**src/rtl/i2c_pkg.sv**
```systemverilog
// Shared types for the I2C bit engine: command codes, FSM states, quarter indices
// and the per-quarter SCL/SDA level table.
package i2c_pkg;

  typedef enum logic [1:0] {
    CMD_START = 2'b00,
    CMD_STOP  = 2'b01,
    CMD_WRITE = 2'b10,
    CMD_READ  = 2'b11
  } cmd_e;

  typedef enum logic {
    IDLE = 1'b0,
    BUSY = 1'b1
  } state_e;

  localparam logic [1:0] Q0 = 2'd0;
  localparam logic [1:0] Q1 = 2'd1;
  localparam logic [1:0] Q2 = 2'd2;
  localparam logic [1:0] Q3 = 2'd3;

  // Returns {scl, sda} release levels for quarter q of a command.
  // START Q0 keeps the present SCL so both idle and repeated starts are legal.
  function automatic logic [1:0] quarter_levels(input cmd_e cmd, input logic [1:0] q,
                                                input logic b, input logic scl_cur);
    logic [1:0] lv;
    lv = 2'b11;
    case (cmd)
      CMD_START: begin
        case (q)
          Q0:      lv = {scl_cur, 1'b1};
          Q1:      lv = 2'b11;
          Q2:      lv = 2'b10;
          default: lv = 2'b00;
        endcase
      end
      CMD_STOP: begin
        case (q)
          Q0:      lv = 2'b00;
          Q1:      lv = 2'b10;
          default: lv = 2'b11;
        endcase
      end
      CMD_WRITE: begin
        if (q == Q0 || q == Q3) lv = {1'b0, b};
        else                    lv = {1'b1, b};
      end
      default: begin
        if (q == Q0 || q == Q3) lv = 2'b01;
        else                    lv = 2'b11;
      end
    endcase
    return lv;
  endfunction

endpackage

```
**src/rtl/i2c_sync.sv**
```systemverilog
// Multi-flop synchronizer for an asynchronous bus line; resets to the released level (1).
// Latency STAGES clocks; no flow control.
module i2c_sync #(
  parameter int STAGES = 2
) (
  input  logic i_clk,
  input  logic i_rst,
  input  logic i_d,
  output logic o_q
);

  logic [STAGES-1:0] r_ff;

  always_ff @(posedge i_clk) begin
    if (i_rst) r_ff <= '1;
    else       r_ff <= {r_ff[STAGES-2:0], i_d};
  end

  assign o_q = r_ff[STAGES-1];

endmodule

```
**src/rtl/i2c_bit_controller.sv**
```systemverilog
// I2C bit engine: one START/STOP/WRITE/READ per handshake, four tick-paced quarters each.
// Optional SCL clock stretching in Q1/Q2 when I2C_CLOCK_STRETCH_EN is defined.
module i2c_bit_controller
  import i2c_pkg::*;
#(
  parameter int SYNC_STAGES = 2
) (
  input  logic       clk_i,
  input  logic       rst_i,
  input  logic       tick_i,
  input  logic       cmd_valid_i,
  output logic       cmd_ready_o,
  input  logic [1:0] cmd_i,
  input  logic       bit_i,
  output logic       done_o,
  output logic       bit_o,
  output logic       bus_owned_o,
  output logic       scl_o,
  output logic       sda_o,
  input  logic       scl_i,
  input  logic       sda_i
);

  logic   w_scl_sync;
  logic   w_sda_sync;
  logic   w_stall;
  logic   w_adv;
  state_e r_state;
  logic [1:0] r_q;
  cmd_e   r_cmd;
  logic   r_b;
  logic   r_scl;
  logic   r_sda;
  logic   r_done;
  logic   r_bit;
  logic   r_owned;

  i2c_sync #(.STAGES(SYNC_STAGES)) u_scl_sync (
    .i_clk (clk_i),
    .i_rst (rst_i),
    .i_d   (scl_i),
    .o_q   (w_scl_sync)
  );

  i2c_sync #(.STAGES(SYNC_STAGES)) u_sda_sync (
    .i_clk (clk_i),
    .i_rst (rst_i),
    .i_d   (sda_i),
    .o_q   (w_sda_sync)
  );

`ifdef I2C_CLOCK_STRETCH_EN
  // A target holding SCL low during the high quarters freezes the phase.
  assign w_stall = (r_q == Q1 || r_q == Q2) && !w_scl_sync;
`else
  logic w_unused_scl;
  assign w_unused_scl = w_scl_sync;
  assign w_stall      = 1'b0;
`endif

  assign w_adv = tick_i && (r_state == BUSY) && !w_stall;

  always_ff @(posedge clk_i) begin
    if (rst_i) begin
      r_state <= IDLE;
      r_q     <= Q0;
      r_cmd   <= CMD_START;
      r_b     <= 1'b0;
      r_scl   <= 1'b1;
      r_sda   <= 1'b1;
      r_done  <= 1'b0;
      r_bit   <= 1'b0;
      r_owned <= 1'b0;
    end else begin
      r_done <= 1'b0;
      case (r_state)
        IDLE: begin
          if (cmd_valid_i) begin
            r_state        <= BUSY;
            r_q            <= Q0;
            r_cmd          <= cmd_e'(cmd_i);
            r_b            <= bit_i;
            {r_scl, r_sda} <= quarter_levels(cmd_e'(cmd_i), Q0, bit_i, r_scl);
          end
        end
        BUSY: begin
          if (w_adv) begin
            if (r_q == Q3) begin
              r_state <= IDLE;
              r_done  <= 1'b1;
              if (r_cmd == CMD_START) r_owned <= 1'b1;
              if (r_cmd == CMD_STOP)  r_owned <= 1'b0;
            end else begin
              r_q            <= r_q + 2'd1;
              {r_scl, r_sda} <= quarter_levels(r_cmd, r_q + 2'd1, r_b, r_scl);
            end
            if (r_cmd == CMD_READ && r_q == Q1) r_bit <= w_sda_sync;
          end
        end
        default: r_state <= IDLE;
      endcase
    end
  end

  assign cmd_ready_o = (r_state == IDLE);
  assign done_o      = r_done;
  assign bit_o       = r_bit;
  assign bus_owned_o = r_owned;
  assign scl_o       = r_scl;
  assign sda_o       = r_sda;

endmodule

```
**config.mk**
```make
export PLATFORM = sky130hd
export DESIGN_NAME = i2c_bit_controller
export DESIGN_NICKNAME = d
export VERILOG_FILES = /design/src/rtl/i2c_pkg.sv /design/src/rtl/i2c_sync.sv /design/src/rtl/i2c_bit_controller.sv
export SDC_FILE = /design/constraint.sdc
export NUM_CORES = 1
export LEC_CHECK = 0
export BUFFER_PORTS_ARGS = -buffer_cell sky130_fd_sc_hd__buf_2
export CAP_MARGIN = 0
export CORE_UTILIZATION = 45
export DETAILED_ROUTE_END_ITERATION = 8
export GPL_TIMING_DRIVEN = 0
export PLACE_DENSITY_LB_ADDON = 0.15
export SYNTH_ARGS = -nofsm -noshare
export SYNTH_HDL_FRONTEND = slang
export SYNTH_SLANG_ARGS = --single-unit
export TNS_END_PERCENT = 10
```
**constraint.sdc**
```tcl
create_clock -name clk_i -period 3 [get_ports clk_i]
set_input_delay 0.15 -clock clk_i [delete_from_list [all_inputs] [get_ports clk_i]]
set_output_delay 0.15 -clock clk_i [all_outputs]
set_load 0.02 [all_outputs]
```
# Word-level counts from Yosys, hierarchy flattened
# Cells that the tools add are included.
# Widths: inputs -> output; s select.
[totals]
register_bits = 13
word_cells = 66
out_inout_bits = 6
in_bits = 9
[op_classes]
mux = 25
n_reduce_logical = 13
n_eq_ne = 15
bitwise_logic = 2
add_sub_neg = 1
[op_table]
columns = ["operator", "n"]
rows = [
  ["$pmux 2 s3", 3],
  ["$eq 2x2->1 const B", 6],
  ["$mux 1", 12],
  ["$mux 2", 5],
  ["$eq 2x1->1 const B", 4],
  ["$ne 2x2->1 const B", 4],
  ["$pmux 2 s2", 2],
  ["$logic_not 2->1", 3],
  ["$pmux 1 s2", 3],
  ["$reduce_and 3->1", 2],
  ["$reduce_and 5->1", 1],
  ["$reduce_and 4->1", 1],
  ["$ne 3x3->1 const B", 1],
  ["$reduce_or 3->1", 1],
  ["$add 2x1->2 const B", 1],
  ["$logic_and 1x1->1", 2],
  ["$not 1->1", 2],
  ["$reduce_and 2->1", 1],
  ["$reduce_bool 2->1", 1],
  ["$logic_or 1x1->1", 1],
]

# Depth between registers and ports, before layout
# Gate-level depths: netlist of the first run.
[logic_depth]
depth_word = 8
ltp_mapped = 6
mapped_depth_nobuf = 6

# Hierarchy
# A second synthesis of the first run with hierarchy kept.
[unflattened]
cells_unflattened = 66
area_unflattened_um2 = 621.8
[by_module_without_submodules]
columns = ["module", "cells_each", "instances", "seq_area_each_um2", "area_per_inst_um2"]
rows = [
  ["i2c_bit_controller", 62, 1, 220.2, 569.3],
  ["i2c_sync", 4, 1, 40.0, 52.6],
]

# Worst setup path before layout of the first run
# No wires, ideal clock.
[synth_path]
path_kind = "reg2reg"
start = "register r_q[1]"
end = "register r_sda (netlist: sda_o)"
arrival_ns = 1.225
setup_slack_ns = 1.655
path_stages_with_launch = 7
n_path_buf = 0
t_required_ns = 2.880
setup_ns = 0.120
synth_period_minus_slack_ns = 1.345
path_cell_list = "dfxtp_1 -> inv_1 -> ha_1 -> xnor2_1 -> o21ai_1 -> a211oi_2 -> o21bai_2"
[synth_between]
elab_chain_len = 7
word_cells_on_any_way = 13
classes_between = "add/sub (1); eq/ne (4); mux (6); reduce/logical (2)"
[synth_lines]
columns = ["item", "line_no", "source"]
rows = [
  ["from (decl)", "i2c_bit_controller.sv:29", "logic [1:0] r_q;"],
  ["from (signal assigned)", "i2c_bit_controller.sv:94", "r_q <= r_q + 2'd1;"],
  ["$add 2x1->2", "i2c_bit_controller.sv:95", "{r_scl, r_sda} <= quarter_levels(r_cmd, r_q + 2'd1, r_b, r_scl);"],
  ["$eq 2x2->1, or another cell as far along", "i2c_pkg.sv:30", "case (q)"],
  ["$pmux 2 s3 or $pmux 2 s2 (tied branches)", "i2c_pkg.sv:30, i2c_pkg.sv:38", ""],
  ["$pmux 2 s3", "i2c_pkg.sv:28", "case (cmd)"],
  ["$mux 1", "i2c_bit_controller.sv:88", "if (r_q == Q3) begin"],
  ["$mux 1", "i2c_bit_controller.sv:87", "if (w_adv) begin"],
  ["$pmux 1 s2", "i2c_bit_controller.sv:76", "case (r_state)"],
  ["to (signal assigned)", "i2c_bit_controller.sv:83", "{r_scl, r_sda} <= quarter_levels(cmd_e'(cmd_i), Q0, bit_i, r_scl);"],
  ["to (signal assigned)", "i2c_bit_controller.sv:95", ""],
  ["to (decl)", "i2c_bit_controller.sv:33", "logic r_sda;"],
]
# Parallel ways exist; a longest one is shown, timed or not. The select of a mux whose other input is x is not followed.
# A chain may end at the register's enable or synchronous reset.

# Final worst setup path of the first run
# Same ends and word-level chain as after synthesis.

==> results_dict.tcl, run 1 <==
set metrics [dict create \
    rrSetupSlack_ns 1.56 \
    maxCapViolCount 0 \
    min_delay_path_depth 2 \
    start_util_pct 52.1 \
    synth_flop_cell "dfxtp_1" \
    slew_headroom_pct 71.0 \
    ctsResizeCount 0 \
    critPathKind "reg -> reg" \
    postCtsSetupRepairBufs 0 \
    die_area_um2 1530 \
    drtPass1Iterations 4 \
    final.setup.tns_ns 0 \
    drc 0 \
    cts_num_sinks 13 \
    ctsHtreeMaxLevel 1 \
    finalHoldViolCount 0 \
    cts_buffers 3 \
    antenna_left 0 \
    peakVddDrop_v 0.000298 \
    status "finished, final reports clean" \
    rsz0062_at_grt "no" \
    syn-num-nets 78 \
    power_density_nw_per_um2 485 \
    netlist_instances 66 \
    syn2layout_area_growth_pct 17.6 \
    ys_ff_latch 13 \
    synth-edff-count 0 \
    worstHoldStart "sda_i" \
    max_clock_freq_mhz 696 \
    grt_pass1_wl_um 1860 \
    arrival_ns 1.61 \
    place_area_um2 701 \
    reg_top3 "r_cmd x2, r_q x2, u_sda_sync.r_ff x2" \
    synth_area_leader_cell "dfxtp_1" \
    stdcell_area_um2 727 \
    required_ns 3.17 \
    post_drt_wl_per_cell_um 11.5 \
    final-setup-viol-count 0 \
    gr-usage-all-layers_pct 18.9 \
    cts_buffer_depth 2 \
    antenna_cells 0 \
    r2r_cells 6 \
    synth_top_area_share_pct 42.1 \
    worst_setup_path_start_kind "flip-flop" \
    critPathCaptureType "flip-flop" \
    io_buffers 13 \
    crit_fanout 4 \
    antenna_found_initial 0 \
    synth_cell_types 28 \
    drv_slew 0 \
    fin_nets 96 \
    rows 12 \
    synth_area_leaders "dfxtp_1 (42%), mux2i_1 (8.1%), nor2_1 (7.3%)" \
    core_area_um2 1190 \
    hold_class "in -> reg" \
    fill_cells 115 \
    cts_tree "done" \
    dieWidth_um 39.1 \
    async_flop_share_pct 0 \
    routed_wl_um 1120 \
    grt-ovfl-total 0 \
    grt_pass1_vias 422 \
    yosysSeqAreaShare_pct 42.1 \
    synth.avg_cell_area_um2 9.37 \
    fp.dieH_um 39.1 \
    cts.clk_slew.worst_paths_ns 0.08 \
    finalCritPeriodShare_pct 47.9 \
    cts_hold_buf 0 \
    clk_latency_ns 0.27 \
    finClkSkew_ns 0.000847 \
    tightest_slew_ns 0.436 \
    routed_via_density 5.11 \
    worstHoldEndpoint "u_sda_sync.r_ff[0]" \
    period_minus_slack_ns 1.44 \
    synth.cell_area_um2 618 \
    vias 496 \
    drt_iter0_drc 12 \
    hpwl_um 814 \
    gp_congestion 0.677 \
    r2r-end "sda_o" \
    drive_above_1_share_pct 31.3 \
    yosys_warnings 0 \
    yosysMostFrequentCell "dfxtp_1" \
    io_pins 15 \
    p_leak_uw 0.000327 \
    cts_root_buf "clkbuf_4" \
    grt_max_degree 11 \
    yosys-top-cells-count "dfxtp_1 (13), nor2_1 (12), mux2i_1 (5)" \
    r2r-start "r_q[1]" \
]
[worst max-delay path, stage by stage, from the launching register on]
cell and delay (ns):
dfxtp_1 0.39, inv_1 0.07, ha_1 0.33, xnor2_1 0.15, o21ai_1 0.08, a211oi_2 0.23
o21bai_2 0.09
[through the flow]
| stage | instances | hold WS [ns] | util, % | worst slack (ns) | total power (µW) |
|---|---|---|---|---|---|
| global route | 97 | 0.0512 | 61.3 | 1.45 | 372 |
| detailed placement | 93 | 0.339 | 59.1 | 1.56 | 245 |
| CTS | 97 | 0.0550 | 61.3 | 1.55 | 353 |
| finish | 97 | 0.0551 | 61.3 | 1.56 | 353 |
| floorplan | 66 | 0.226 | - | 1.66 | 229 |
| global placement | 93 | 0.334 | 59.1 | 1.59 | 244 |
[cell usage in the layout, fill, tap and decap left out, types with 2 or more instances in the layout]
| cell | count |
|---|---|
| a211oi_1 | 2 |
| a21oi_1 | 3 |
| buf_2 | 13 |
| clkbuf_1 | 2 |
| clkbuf_4 | 3 |
| dfxtp_1 | 13 |
| ha_1 | 3 |
| inv_1 | 2 |
| mux2i_1 | 5 |
| nand3_1 | 2 |
| nor2_1 | 12 |
| nor3_1 | 2 |
| o21ai_1 | 2 |
| or2_2 | 2 |
| xnor2_1 | 2 |
[how the worst max path moves through the flow]
stage / startpoint / end
3_5_place_dp: r_q[1] / sda_o
5_1_grt: r_q[1] / sda_o
2_1_floorplan: r_q[1] / sda_o
6_report: r_q[1] / sda_o
4_1_cts: r_q[1] / sda_o
3_3_place_gp: r_q[1] / sda_o
[per-layer routing]
layer,vias to the layer above,track usage (%),wire length [µm]
li1,257,-,-
met1,227,23.1,561
met2,10,29.6,505
met3,2,5.20,41
met4,0,10.3,10
met5,-,0,0
[final cells by class]
cell class / count / area [µm²] / area share, %
timing repair buffer: 13 / 65.1 / 8.95
buffer: 3 / 22.5 / 3.10
inverter: 2 / 7.51 / 1.03
sequential: 13 / 260 / 35.8
clock buffer: 4 / 26.3 / 3.61
tap: 14 / 17.5 / 2.41
multi-input combinational: 48 / 328 / 45.1
[where the power goes]
group | internal, µW | total [µW] | switching, µW
registers | 180 | 187 | 6.11
clock network | 51.5 | 112 | 60.3
logic | 25.5 | 54.5 | 29.0
total | 257 | 353 | 95.4
[cells by family (layout without fill, tap and decap cells)]
group           count (synthesis)  after routing  share of synthesized area, %
compound gates                 10             10                          11.1
xor+xnor                        2              2                          2.83
fa+ha+maj                       3              3                          6.07
buf+inv                         5             22                          4.86
flops                          13             13                          42.1
mux                             5              5                          8.10
simple gates                   28             28                          24.9
Note: power is estimated with default switching activity, not from simulation.
==> inputs of run 2 (changes only) <==
--- a/config.mk
+++ b/config.mk
@@ -5,9 +5,10 @@
 export SDC_FILE = /design/constraint.sdc
 export NUM_CORES = 1
 export LEC_CHECK = 0
+export ABC_AREA = 1
 export BUFFER_PORTS_ARGS = -buffer_cell sky130_fd_sc_hd__buf_2
 export CAP_MARGIN = 0
-export CORE_UTILIZATION = 45
+export CORE_UTILIZATION = 44
 export DETAILED_ROUTE_END_ITERATION = 8
 export GPL_TIMING_DRIVEN = 0
 export PLACE_DENSITY_LB_ADDON = 0.15
==> constraint.sdc (replaced) <==
create_clock -name clk_i -period 1.2 [get_ports clk_i]
set_input_delay 0.06 -clock clk_i [delete_from_list [all_inputs] [get_ports clk_i]]
set_output_delay 0.06 -clock clk_i [all_outputs]
set_load 0.02 [all_outputs]
==> results_dict.tcl, run 2 <==
set metrics [dict create \
    status "finished, final reports clean" \
    antenna_found_initial 0 \
    rrSetupSlack_ns 0.01 \
    critPathCaptureType "flip-flop" \
    routed_via_density 5.02 \
    final-setup-viol-count 0 \
    arrival_ns 1.36 \
    critPathMaxStageDelay_ns 0.39 \
    synth-edff-count 0 \
    drc 0 \
    antenna_left 0 \
    grt_pass1_vias 468 \
    route.met3.wl_um 80 \
    grt_pass1_wl_um 2020 \
    highest_layer "met4" \
    drive_above_1_share_pct 42.7 \
    fp.dieH_um 39.4 \
    drv_slew 0 \
    reg_top3 "r_cmd x2, r_q x2, u_sda_sync.r_ff x2" \
    holdWs_ns 0.0277 \
    fill_cells 119 \
    synth-adder-area-share_pct 6.11 \
    core_area_um2 1300 \
    critPathKind "reg -> reg" \
    synth_flop_cell "dfxtp_1" \
    cts_num_sinks 13 \
    synth.avg_cell_area_um2 7.68 \
    start_util_pct 47.2 \
    p_leak_uw 0.000374 \
    synth_top_family_by_area "simple AND/OR/NAND/NOR gates" \
    crit_fanout 6 \
    die_area_um2 1550 \
    tightest_slew_ns 0.249 \
    clk_latency_ns 0.28 \
    power_density_nw_per_um2 1120 \
    yosysSeqAreaShare_pct 42.4 \
    yosys-top-cells-count "nand2_1 (14), dfxtp_1 (13), nor2_1 (7)" \
    grt-ovfl-total 0 \
    yosys_warnings 0 \
    routed_wl_um 1330 \
    yosysMostFrequentCell "nand2_1" \
    synth-xor-area-share_pct 1.43 \
    syn-num-nets 92 \
    crit_path_top_delay_cell "dfxtp_4" \
    crit_chain "ha_4 -> nand3_2 -> nand2_1 -> nand2_1 -> nand2_1 -> nand2_1 -> nand2_1 -> nand2_1" \
    hpwl_um 857 \
    async_flop_share_pct 0 \
    worst_setup_path_start_kind "flip-flop" \
    max_clock_freq_mhz 840 \
    io_pins 15 \
    netlist_instances 80 \
    cts_buffers 3 \
    vias 592 \
    finalCritPeriodShare_pct 99.2 \
    cts.clk_slew.worst_paths_ns 0.08 \
    cts_buffer_depth 2 \
    cts_root_buf "clkbuf_4" \
    rsz0062_at_grt "yes" \
    crit_path_frequent_cell "nand2_1" \
    finalHoldViolCount 0 \
    ys_ff_latch 13 \
    period_minus_slack_ns 1.19 \
    wl_met1_um 600 \
    post_drt_wl_per_cell_um 11.2 \
    finClkSkew_ns 0.0106 \
    final.setup.tns_ns 0 \
    synth_area_leader_cell "dfxtp_1" \
    synth_compound_area_share_pct 12.6 \
    synthSimpleGateAreaFrac_pct 31.2 \
    rows 13 \
    cpLargestDelayFamily "flip-flops" \
    synth_cell_types 20 \
    gp_congestion 0.775 \
    met2_length_um 631 \
    gr-usage-all-layers_pct 20.0 \
    io_buffers 13 \
    synth_top_area_share_pct 42.4 \
    synth_mux_area_share_pct 0 \
    slew_headroom_pct 83.4 \
    dieWidth_um 39.4 \
    peakVddDrop_v 0.000661 \
    antenna_cells 0 \
    maxCapViolCount 0 \
    synth_area_leaders "dfxtp_1 (42%), nand2_1 (8.6%), ha_1 (6.1%)" \
    grt_max_degree 10 \
    hold_class "in -> reg" \
    final_cell_mix "nand2_1 (13), buf_2 (13), dfxtp_1 (10), nor2_1 (7)" \
    cts_tree "done" \
    fin_nets 116 \
    drtPass1Iterations 4 \
    required_ns 1.37 \
    syn2layout_area_growth_pct 33.2 \
    ctsHtreeMaxLevel 1 \
    critical_path.n_buffers_inverters 0 \
    drt_iter0_drc 18 \
    synth.cell_area_um2 614 \
]
run 2: changes by cell type after synthesis, sizes merged, moves of 3 or more:
cell | previous run | this run
mux2i | 5 | 0
a211oi | 3 | 0
inv | 2 | 9
nand2 | 1 | 18
o21ai | 3 | 8
nor2 | 14 | 10
run 2: logic make-up (layout without fill, tap and decap cells):
family / Yosys count / after routing
AND/OR/NAND/NOR: 39 / 39
XOR/XNOR: 1 / 1
adder cells (fa/ha/maj): 3 / 3
buffers and inverters: 10 / 33
AO/OA/AOI/OAI: 14 / 14
flip-flops: 13 / 13
run 2: tightest hold or removal path, stage by stage:
cell,delay [ns]
buf_2,0.09
o21ai_1,0.06
nor2_1,0.07
run 2: worst paths after layout:
| kind | start | endpoint | cells past startpoint |
|---|---|---|---|
| max | r_q[0] | sda_o | 8 |
| min | bit_i | r_b | 3 |
| max reg2reg | r_q[0] | sda_o | 8 |
| min reg2reg | u_sda_sync.r_ff[0] | u_sda_sync.r_ff[1] | 1 |
run 2: layer usage:
layer	vias up	global-route usage, %
met5	-	0
met4	0	12.9
met3	2	3.41
met2	22	28.7
met1	263	26.9
li1	305	-
run 2: layout make-up:
cell class	count	area, µm²	share of cell area (%)
sequential	13	267	32.6
inverter	10	38.8	4.74
clock buffer	4	26.3	3.21
tap	15	18.8	2.29
timing repair buffer	19	115	14.1
multi-input combinational	57	353	43.1
run 2: repair_timing:
action | in CTS | in global routing
gates resized for setup | 4 | 8
pin swaps | 0 | 3
hold buffers | 2 | 0
hold endpoints to repair | 2 | 0
setup buffers | 0 | 4
endpoints found under the setup margin | 4 | 5
run 2: power by group:
part | switching [µW] | leakage [µW] | internal [µW] | total (µW)
clock network | 140 | 0.0000150 | 129 | 269
registers | 25.0 | 0.000108 | 455 | 480
logic | 96.0 | 0.000250 | 71.8 | 168
total | 261 | 0.000374 | 656 | 917
run 2: stage by stage:
step / setup slack, ns / utilization [%] / total power, µW / instance area (µm²) / std cells
finish: 0.00962 / 62.9 / 917 / 818 / 118
global route: -0.0448 / 62.9 / 960 / 818 / 118
CTS: -0.00368 / 58.6 / 909 / 762 / 114
detailed placement: -0.0790 / 53.7 / 629 / 698 / 108
global placement: -0.0708 / 53.7 / 627 / 698 / 108
floorplan: 0.00620 / - / 584 / 614 / 80
==> inputs of run 3 (changes only) <==
--- a/config.mk
+++ b/config.mk
@@ -11,7 +11,7 @@
 export CORE_UTILIZATION = 44
 export DETAILED_ROUTE_END_ITERATION = 8
 export GPL_TIMING_DRIVEN = 0
-export PLACE_DENSITY_LB_ADDON = 0.15
+export PLACE_DENSITY = 0.77
 export SYNTH_ARGS = -nofsm -noshare
 export SYNTH_HDL_FRONTEND = slang
 export SYNTH_SLANG_ARGS = --single-unit
==> results_dict.tcl, run 3 (synthesis results as in run 2) <==
set metrics [dict create \
    clk_latency_ns 0.28 \
    antenna_found_initial 0 \
    reg_top3 "r_cmd x2, r_q x2, u_sda_sync.r_ff x2" \
    finalHoldViolCount 0 \
    grt_pass1_vias 454 \
    crit_path_top_delay_cell "dfxtp_2" \
    routed_wl_um 1280 \
    p_leak_uw 0.000361 \
    dieWidth_um 39.4 \
    peakVddDrop_v 0.000671 \
    antenna_left 0 \
    drt_iter0_drc 11 \
    critPathKind "reg -> reg" \
    io_buffers 13 \
    worstHoldEndpoint "r_b" \
    status "finished, final reports clean" \
    gp_congestion 0.800 \
    hpwl_um 899 \
    cts_buffer_depth 2 \
    finClkSkew_ns 0.00185 \
    crit_chain "inv_2 -> ha_4 -> nand2_2 -> nand2_1 -> nand2_1 -> nand2_1 -> nand2_1 -> nand2_1 -> nand2_1 -> nand2_1" \
    final.setup.tns_ns 0 \
    tightest_slew_ns 0.252 \
    maxCapViolCount 0 \
    ctsHtreeMaxLevel 1 \
    vias 574 \
    min_delay_path_depth 3 \
    grt_max_degree 10 \
    period_minus_slack_ns 1.18 \
    r2r-start "r_q[1]" \
    cts.clk_slew.worst_paths_ns 0.08 \
    fin_nets 113 \
    stdcell_area_um2 777 \
    worst_setup_path_start_kind "flip-flop" \
    required_ns 1.38 \
    setup_slack_ns 0.0202 \
    critPathCaptureType "flip-flop" \
    antenna_cells 0 \
    finalCritPeriodShare_pct 98.3 \
    final-setup-viol-count 0 \
    hold_class "in -> reg" \
    gr-usage-all-layers_pct 18.9 \
    post_drt_wl_per_cell_um 11.1 \
    fill_cells 124 \
    arrival_ns 1.36 \
    rrSetupSlack_ns 0.02 \
    drc 0 \
    slew_headroom_pct 83.1 \
    grt_pass1_wl_um 1860 \
    critPathMaxStageDelay_ns 0.35 \
    cts_buffers 3 \
    cts_num_sinks 13 \
    cpLargestDelayFamily "simple AND/OR/NAND/NOR gates" \
    start_util_pct 47.2 \
    syn2layout_area_growth_pct 26.5 \
    grt-ovfl-total 0 \
    final_cell_mix "nand2_1 (13), buf_2 (13), dfxtp_1 (11), nor2_1 (7)" \
    core_area_um2 1300 \
    r2r-end "sda_o" \
    fp.dieH_um 39.4 \
    drive_above_1_share_pct 39.0 \
    place_area_um2 698 \
    routed_via_density 4.99 \
    r2r_cells 10 \
    cts_root_buf "clkbuf_4" \
    drtPass1Iterations 4 \
    power_density_nw_per_um2 1170 \
    crit_path_frequent_cell "nand2_1" \
    worstHoldStart "bit_i" \
    die_area_um2 1550 \
    io_pins 15 \
    max_clock_freq_mhz 848 \
    rows 13 \
    crit_fanout 4 \
    pre_cts_ws_ns -0.117 \
    critical_path.n_buffers_inverters 1 \
    drv_slew 0 \
    rsz0062_at_grt "yes" \
    cts_tree "done" \
]
==> run 3: metrics by stage <==
stage / std cells / util [%] / power (µW) / hold slack [ns]
after global routing: 115 / 59.7 / 965 / 0.0465
after floorplan: 80 / - / 584 / 0.126
after detailed placement: 108 / 53.7 / 630 / 0.245
after CTS: 114 / 58.6 / 912 / 0.0263
final: 115 / 59.7 / 911 / 0.0288
after global placement: 108 / 53.7 / 626 / 0.244
==> run 3: power by group <==
group	leakage (µW)	switching, µW	internal (µW)
Combinational	0.000238	93.4	67.2
Sequential	0.000108	22.8	454
Clock	0.0000150	144	129
Total	0.000361	260	651
==> run 3: area by class of cell <==
class | instances | area [µm²] | share of cell area [%]
multi-input cells | 57 | 335 | 43.2
flip-flops and latches | 13 | 265 | 34.1
repair buffers | 16 | 92.6 | 11.9
inverters | 10 | 38.8 | 4.99
clock buffers | 4 | 26.3 | 3.38
well taps | 15 | 18.8 | 2.42
==> run 3: per-layer routing <==
metal	global-route usage [%]	wire length, µm
met1	22.0	576
met2	28.7	619
met4	9.48	20
met5	0	0
met3	8.52	61
==> run 3: tightest hold or removal path: cells and delay by family <==
kind	cells	cell delay, ns
AOI/OAI and AO/OA	1	0.06
buffers and inverters	1	0.09
and+or+nand+nor	1	0.07
==> run 3: how the worst max path moves through the flow <==
stage / startpoint / end / slack [ns] / depth (start not counted)
final: r_q[1] / sda_o / 0.02 / 10
after global routing: r_q[1] / sda_o / -0.11 / 9
after CTS: r_q[1] / sda_o / -0.02 / 9
after detailed placement: r_q[1] / sda_o / -0.12 / 10
after global placement: r_q[1] / sda_o / -0.08 / 10
after floorplan: r_q[1] / sda_o / 0.006 / 10
==> run 3: timing repair <==
item | 4_1_cts | 5_1_grt
hold buffers | 2 | 0
setup endpoints to repair | 4 | 4
pin swaps | 0 | 3
hold endpoints to repair | 2 | 0
gates resized for setup | 4 | 4
buffers inserted | 0 | 1
